## config.mk

```make
export PLATFORM = sky130hd
export DESIGN_NAME = phv_assembler
export DESIGN_NICKNAME = d
export VERILOG_FILES = /design/src/rtl/parser_pkg.sv /design/src/rtl/phv_beat_mask.sv /design/src/rtl/phv_assembler.sv
export SDC_FILE = /design/constraint.sdc
export NUM_CORES = 2
export LEC_CHECK = 0
export CAP_MARGIN = 40
export CORE_AREA = 4 4 523 525
export CTS_CLUSTER_DIAMETER = 60
export CTS_CLUSTER_SIZE = 12
export DETAILED_ROUTE_END_ITERATION = 12
export DIE_AREA = 0 0 527 529
export SYNTH_ARGS = -nofsm -noshare
export SYNTH_HDL_FRONTEND = slang
export SYNTH_SLANG_ARGS = --single-unit
```

## constraint.sdc

```tcl
create_clock -name i_clk -period 2.4 [get_ports i_clk]
set_clock_uncertainty 0.15 [all_clocks]
set_input_delay 0.36 -clock i_clk [delete_from_list [all_inputs] [get_ports i_clk]]
set_output_delay 0.36 -clock i_clk [all_outputs]
set_load 0.01 [all_outputs]
```

## src/rtl/parser_pkg.sv

```systemverilog
// Shared types and helpers for the packet parser stages.
// Optional statistics in phv_assembler are enabled with PHV_ASM_STATS_EN.
package parser_pkg;

    localparam int DEF_DATA_WIDTH = 256;
    localparam int DEF_PHV_WIDTH  = 1024;
    // Mask helper is built at a fixed width wider than any supported beat.
    localparam int MASK_MAX_W     = 2048;

    typedef enum logic [1:0] {
        FILL  = 2'd0,
        HOLD  = 2'd1,
        DRAIN = 2'd2
    } asm_state_e;

    // Bytes [empty, nbytes) counted from the LSB side are kept; the rest read zero.
    function automatic logic [MASK_MAX_W-1:0] empty_mask(input int unsigned nbytes,
                                                          input int unsigned empty);
        logic [MASK_MAX_W-1:0] m;
        m = '0;
        for (int unsigned b = 0; b < MASK_MAX_W/8; b++)
            if (b < nbytes && b >= empty)
                m[b*8 +: 8] = 8'hFF;
        return m;
    endfunction

endpackage

```

## src/rtl/phv_beat_mask.sv

```systemverilog
// Zeroes the trailing (LSB-side) empty bytes of a stream beat when it is the last one.
module phv_beat_mask
    import parser_pkg::*;
#(
    parameter int DATA_WIDTH  = DEF_DATA_WIDTH,
    parameter int EMPTY_WIDTH = $clog2(DATA_WIDTH/8)
) (
    input  logic [DATA_WIDTH-1:0]  data_i,
    input  logic                   last_i,
    input  logic [EMPTY_WIDTH-1:0] empty_i,
    output logic [DATA_WIDTH-1:0]  data_o
);

    logic [MASK_MAX_W-1:0] mask_full;
    logic                  unused_mask_hi;

    assign mask_full      = empty_mask(DATA_WIDTH/8, 32'(empty_i));
    assign unused_mask_hi = ^mask_full[MASK_MAX_W-1:DATA_WIDTH];
    assign data_o         = last_i ? (data_i & mask_full[DATA_WIDTH-1:0]) : data_i;

endmodule

```

## src/rtl/phv_assembler.sv

```systemverilog
// Assembles the leading PHV_WIDTH bits of a beat-serial packet into one PHV word.
// Define PHV_ASM_STATS_EN to build the emitted/truncated packet counters.
module phv_assembler
    import parser_pkg::*;
#(
    parameter int PHV_WIDTH   = DEF_PHV_WIDTH,
    parameter int DATA_WIDTH  = DEF_DATA_WIDTH,
    parameter int BEATS       = PHV_WIDTH/DATA_WIDTH,
    parameter int EMPTY_WIDTH = $clog2(DATA_WIDTH/8),
    parameter int LEN_WIDTH   = $clog2(PHV_WIDTH/8)+1
) (
    input  logic                   i_clk,
    input  logic                   i_rst,
    input  logic                   i_pkt_valid,
    input  logic [DATA_WIDTH-1:0]  i_pkt_data,
    input  logic                   i_pkt_last,
    input  logic [EMPTY_WIDTH-1:0] i_pkt_empty,
    output logic                   o_pkt_ready,
    output logic                   o_phv_out_valid,
    output logic [PHV_WIDTH-1:0]   o_phv_out,
    output logic [LEN_WIDTH-1:0]   o_phv_len,
    output logic                   o_phv_trunc,
    input  logic                   i_phv_ready,
    output logic [31:0]            o_pkt_cnt,
    output logic [31:0]            o_trunc_cnt
);

    localparam int BIDX_W = $clog2(BEATS)+1;
    localparam int LW1    = LEN_WIDTH+1;
    localparam int DWB    = DATA_WIDTH/8;

    asm_state_e            state_q;
    logic [BIDX_W-1:0]     beat_idx_q;
    logic                  pend_q;
    logic [PHV_WIDTH-1:0]  phv_q;
    logic [LEN_WIDTH-1:0]  len_q;
    logic                  trunc_q;
    logic                  valid_q;

    logic [DATA_WIDTH-1:0] beat_masked;
    logic [LW1-1:0]        len_calc;
    logic                  unused_len_msb;
    logic                  accept;
    logic                  at_end;

    phv_beat_mask #(
        .DATA_WIDTH  (DATA_WIDTH),
        .EMPTY_WIDTH (EMPTY_WIDTH)
    ) u_mask (
        .data_i  (i_pkt_data),
        .last_i  (i_pkt_last),
        .empty_i (i_pkt_empty),
        .data_o  (beat_masked)
    );

    // Ready depends on state only, never on the downstream ready.
    assign o_pkt_ready    = (state_q != HOLD);
    assign accept         = i_pkt_valid & o_pkt_ready;
    assign at_end         = (beat_idx_q == BIDX_W'(BEATS-1));
    assign len_calc       = LW1'(beat_idx_q) * LW1'(DWB) + LW1'(DWB) - LW1'(i_pkt_empty);
    assign unused_len_msb = len_calc[LEN_WIDTH];

    always_ff @(posedge i_clk) begin
        if (i_rst) begin
            state_q    <= FILL;
            beat_idx_q <= '0;
            pend_q     <= 1'b0;
            phv_q      <= '0;
            len_q      <= '0;
            trunc_q    <= 1'b0;
            valid_q    <= 1'b0;
        end else begin
            case (state_q)
                FILL: begin
                    if (accept) begin
                        for (int k = 0; k < BEATS; k++)
                            if (beat_idx_q == BIDX_W'(k))
                                phv_q[PHV_WIDTH-1-k*DATA_WIDTH -: DATA_WIDTH] <= beat_masked;
                        beat_idx_q <= beat_idx_q + 1'b1;
                        if (i_pkt_last || at_end) begin
                            state_q <= HOLD;
                            valid_q <= 1'b1;
                            pend_q  <= ~i_pkt_last;
                            trunc_q <= ~i_pkt_last;
                            len_q   <= i_pkt_last ? len_calc[LEN_WIDTH-1:0]
                                                  : LEN_WIDTH'(PHV_WIDTH/8);
                        end
                    end
                end
                HOLD: begin
                    if (i_phv_ready) begin
                        valid_q    <= 1'b0;
                        beat_idx_q <= '0;
                        if (pend_q) begin
                            state_q <= DRAIN;
                        end else begin
                            state_q <= FILL;
                            phv_q   <= '0;
                        end
                    end
                end
                DRAIN: begin
                    if (accept && i_pkt_last) begin
                        state_q <= FILL;
                        pend_q  <= 1'b0;
                        phv_q   <= '0;
                    end
                end
                default: state_q <= FILL;
            endcase
        end
    end

    assign o_phv_out_valid = valid_q;
    assign o_phv_out       = phv_q;
    assign o_phv_len       = len_q;
    assign o_phv_trunc     = trunc_q;

`ifdef PHV_ASM_STATS_EN
    logic [31:0] pkt_cnt_q;
    logic [31:0] trunc_cnt_q;

    always_ff @(posedge i_clk) begin
        if (i_rst) begin
            pkt_cnt_q   <= '0;
            trunc_cnt_q <= '0;
        end else if (valid_q && i_phv_ready) begin
            pkt_cnt_q <= pkt_cnt_q + 32'd1;
            if (trunc_q)
                trunc_cnt_q <= trunc_cnt_q + 32'd1;
        end
    end

    assign o_pkt_cnt   = pkt_cnt_q;
    assign o_trunc_cnt = trunc_cnt_q;
`else
    assign o_pkt_cnt   = 32'd0;
    assign o_trunc_cnt = 32'd0;
`endif

endmodule

```

Word-level counts from Yosys, hierarchy flattened
Cells that the tools add are included.

Flip-flop bits (word level): 1040. Bits of input ports: 266. Output and inout port bits: 1099. Word-level logic and storage cells: 137.

$add $sub $neg: 3. Order comparisons: 31. Equal/unequal tests: 15. Muxes and demuxes: 59. Bitwise logic cells: 3. Reduce and logical (&&, ||, !) cells: 16.

Operator list (count): $mux 1024 (4); $pmux 1024 s3 (1); $mux 256 (5); $and 256x256->256 (1); $mux 8 (32); $ge 5x5->1 const A (15); $ge 4x5->1 const A (8); $reduce_and 6->1 (4); $ge 3x5->1 const A (4); $ne 2x2->1 const B (9); $reduce_and 4->1 (3); $ge 1x5->1 const A (2); $ge 2x5->1 const A (2); $mux 2 (5); $add 8x6->8 const B (1); $sub 8x5->8 (1); $eq 3x2->1 const B (2); $mux 1 (6); $mux 3 (2); $pmux 2 s3 (1); $pmux 3 s2 (1); $reduce_and 3->1 (2); $pmux 1 s2 (2); $reduce_bool 2->1 (2); 12 further kinds (12).

Longest topological paths before layout
Depth after elaboration: 7. Depth in mapped cells: 10. Depth with buffers taken out: 9.

Cells and area by module
From an unflattened synthesis, not the netlist that was laid out.

Cells, all modules: 4115. Area total of the unflattened synthesis: 44599.0 µm².

By module, submodules not included: phv_assembler (instances 1, cells an instance 3759, area an instance 42065.3 µm², sequential area each 20820.0 µm²); phv_beat_mask (instances 1, cells an instance 356, area an instance 2533.7 µm², sequential area each 0.0 µm²).

Worst setup path after synthesis
No wires, ideal clock.

Path kind: register to register. Start point: reg state_q[0]. End point: reg phv_q[176], in the netlist o_phv_out[176]. Library setup time: 72 ps. Data arrival time: 2024 ps. Data required time: 2178 ps. Setup slack: 154 ps. Stages on the path, launching flop included: 8. Path buffers: 1. Clock period less this slack: 2246 ps. Cell sequence: dfxtp_1 -> inv_1 -> ha_1 -> or2_1 -> buf_6 -> o31ai_1 -> nand2_1 -> mux2i_1.

Longest elaborated chain between the ends: 5. Elaborated cells between the ends (all ways): 14. Those cells by class: eq/ne: 8; mux: 1; bitwise: 1; reduce/logical: 4.

RTL lines: start, declared (RTL line phv_assembler.sv:32) `asm_state_e state_q;`; start signal, assigned (RTL line phv_assembler.sv:65) `state_q <= FILL;`; start signal, assigned (RTL line phv_assembler.sv:81) `state_q <= HOLD;`; start signal, assigned (RTL line phv_assembler.sv:95) `state_q <= DRAIN;`; $ne 2x1->1 (RTL line phv_assembler.sv:57) `assign o_pkt_ready = (state_q != HOLD);`; $and 1x1->1 (RTL line phv_assembler.sv:58) `assign accept = i_pkt_valid & o_pkt_ready;`; $logic_and 1x1->1 (RTL line phv_assembler.sv:103) `if (accept && i_pkt_last) begin`; $ne 2x2->1 (no source line); $reduce_and 6->1 (no source line); end signal, assigned by index (RTL line phv_assembler.sv:78) `phv_q[PHV_WIDTH-1-k*DATA_WIDTH -: DATA_WIDTH] <= beat_masked;`; end, declared (RTL line phv_assembler.sv:35) `logic [PHV_WIDTH-1:0] phv_q;`.

Parallel ways exist; a longest one is shown, timed or not. A chain may end at the register's enable or synchronous reset.

Worst setup path after layout
Start point: reg state_q[1]. End point: reg phv_q[398], in the netlist o_phv_out[398].

The elaborated chain is that of the path after synthesis.

==> impl_metrics.tcl <==
set metrics [dict create \
    rsz0062_at_grt "true" \
    die_w_um 527 \
    vias 34383 \
    setup_violations 559 \
    synth.area.top_cells "dfxtp_1 53%, mux2i_1 26%, nand2_1 12%" \
    ys_ff_latch 1040 \
    fin_ws_ns -0.160 \
    grt.total_usage_pct 15.4 \
    p_leak_uw 0.0301 \
    grt_pass1_vias 35013 \
    initial_core_util_pct 14.5 \
    total_power_uw 49000 \
    worst_setup_path_start_kind "flop" \
    routedWlPerCell_um 25.6 \
    power_frac_comb_pct 26.0 \
    drt_iter0_drc 1675 \
    synth_top_area_share_pct 53.2 \
    numCtsBuffers 113 \
    avgSynthCellArea_um2 10.3 \
    violations "negative setup slack" \
    dpl_cell_area_um2 58500 \
    slew_headroom_pct 51.4 \
    grt_overflow 0 \
    powerDensity_nw_per_um2 751 \
    critPathArrivalTime_ns 3.02 \
    path_cells "inv_2 > buf_6 > ha_4 > and3b_2 > a31oi_4 > buf_4 > or3_4 > buf_12 > clkbuf_16 > buf_16 > mux2i_1" \
    p_sw_uw 15000 \
    pwr-share-seq_pct 39.2 \
    layout-area-overhead-vs-synth_pct 66.5 \
    final_area_um2 65200 \
    cap_violations 0 \
    r2r-end "o_phv_out[398]" \
    antenna_found_initial 25 \
    dpl.hpwl_um 177000 \
    slew_viol_final 0 \
    htreeDepth 3 \
    hold_path_class "in2reg" \
    clk_pin_slew_ns 0.06 \
    mostFrequentLayoutCell "nand2_1" \
    clock_sinks 1040 \
    io_buffers 1300 \
    synth.yosys.seq_area_share_pct 53.2 \
    grt_pass1_wl_um 301000 \
    internal_power_uw 33900 \
    drt-pass1-iter-count 7 \
    period_needed_ns 2.56 \
    peakVddDrop_uv 617 \
    worst_ep_required_time_ns 2.86 \
    yosys.cell_types.count 51 \
    rows 191 \
    post-place-ws_ns -0.799 \
    tightest_slew_ns 0.723 \
    clk_path_buf_depth 3 \
    min_from "i_pkt_data[0]" \
    critPathTopFamily "buffers and inverters" \
    final_cell_mix "1,255 x nand2_1, 1,175 x clkdlybuf4s50_1, 1,037 x dfxtp_1" \
    synth_top_flop_cell "dfxtp_1" \
    core_area_um2 269000 \
    cp_slowest_cell "or3_4" \
    cp-end-kind "flop" \
    drive_above_1_share_pct 12.7 \
    io_pins 1365 \
    async_flop_share_pct 0 \
    rr_worst_depth 11 \
    clock-root-buffer "clkbuf_16" \
    drc 0 \
    grt_max_degree 63 \
    path_class "reg2reg" \
    outcome "finished, violations left" \
    wl_um 232000 \
    timing.final.crit_share_pct 107 \
    clk_latency_ns 0.74 \
    synth_top_area_cell "dfxtp_1" \
    path_max_fanout 13 \
    clockPowerShare_pct 34.8 \
    ant_nets 0 \
    synthesis.area_um2 39200 \
    reg2reg_from "state_q[1]" \
    fmax_mhz 391 \
    synth_cells 3804 \
    cts_tree "yes" \
    whs_path_depth 3 \
    fin_nets 5707 \
    die_y_um 529 \
    cpPeakStageDelay_ns 0.43 \
    synth_edf_count 0 \
    hold_viol_final 0 \
    viasPerCell 3.80 \
    yosysWarnings 0 \
    path_buf_inv 6 \
    hold_end "o_phv_out[768]" \
    reg2reg_slack_ns -0.16 \
    die_area_um2 279000 \
    swShare_pct 30.7 \
    routabilityCongestion 0.889 \
]
## state kept, by name, summed over array words and instances (netlist names)
name	count
beat_idx_q	3
o_phv_len	8
o_phv_out	1024
o_phv_out_valid	1
o_phv_trunc	1
pend_q	1
state_q	2
## worst max-delay path by stage
stage	startpoint	end	slack, ns	cells after the start
floorplan	state_q[0]	o_phv_out[176]	0.15	7
global placement	i_pkt_empty[1]	o_phv_out[0]	-0.90	13
detailed placement	i_pkt_empty[1]	o_phv_out[772]	-0.80	12
CTS	state_q[1]	o_phv_out[913]	-0.16	11
global route	state_q[1]	o_phv_out[398]	-0.20	11
finish	state_q[1]	o_phv_out[398]	-0.16	11
## cell usage after synthesis (all sizes together) (2+ instances only)
cell type / count
o21ba: 2
and3b: 2
xnor2: 4
inv: 16
a211oi: 5
a211o: 2
ha: 13
mux2i: 1025
a31oi: 7
buf: 186
o22ai: 2
nand3: 3
nor2b: 3
a22oi: 5
a41oi: 2
nand2: 1279
o21a: 2
a32oi: 2
o211ai: 2
clkbuf: 123
o21ai: 13
a21oi: 19
nor3: 3
nor2: 12
or4: 4
o31ai: 2
o31a: 2
or3: 9
or2: 3
dfxtp: 1040
## worst min-delay path, stage by stage
cell and delay (ns):
clkdlybuf4s50_1 0.43, nand2_2 0.10, mux2i_1 0.07
## through the flow
step / cells / hold WS, ns / util (%) / TNS [ns]
3_3_place_gp: 8781 / 0.294 / 21.7 / -212.44
2_1_floorplan: 3867 / 0.314 / - / 0
6_report: 9054 / 0.104 / 24.2 / -30.34
4_1_cts: 9004 / 0.0114 / 23.7 / -32.32
5_1_grt: 9050 / 0.0518 / 24.2 / -77.75
3_5_place_dp: 8781 / 0.300 / 21.7 / -221.08
## per-layer routing
| layer | vias to the layer above | track usage [%] | part of all wire (%) |
|---|---|---|---|
| li1 | 15735 | - | - |
| met1 | 16906 | 17.7 | 39 |
| met2 | 1433 | 25.9 | 47 |
| met3 | 305 | 6.69 | 10 |
| met4 | 4 | 4.59 | 3.5 |
| met5 | - | 0 | 0.012 |
## power by group through the flow
stage               combinational, µW  clock, µW  sequential [µW]
detailed placement              10900          0            19600
global route                    13400      18200            19300
global placement                10800          0            19500
floorplan                        4150          0            19900
finish                          12700      17000            19200
CTS                             12200      17500            19200
## repair_timing
action / CTS / global route
endpoints found under the setup margin: 1115 / 1015
endpoints found under the hold margin: 1 / 0
resized for setup: 291 / 170
cloned: 31 / 28
hold buffers: 1 / 0
setup buffers: 33 / 20
pin swaps: 6 / 5
## logic make-up (layout without fill, tap and decap cells)
family / after synthesis / in the layout / synth area share, %
DFF: 1040 / 1040 / 53.2
xor gates and xnor gates: 4 / 4 / 0.0895
AOI/OAI and AO/OA: 71 / 71 / 1.20
other: 1 / 75 / 0.00958
adders and majority gates: 13 / 13 / 0.415
and+or+nand+nor: 1325 / 1325 / 13.0
muxes: 1025 / 1025 / 26.2
buffers and inverters: 325 / 1931 / 5.97
## final cells by class
cell class              instances  area [µm²]
diodes                         11        27.5
clock buffers                 125        2970
clock inverters                35         460
fillers                     28423      204000
inverters                      16        67.6
multi-input cells            2502       16500
flip-flops and latches       1040       20800
well taps                    3570        4470
repair buffers               1755       19900
Power figures use the tool's default switching activity.
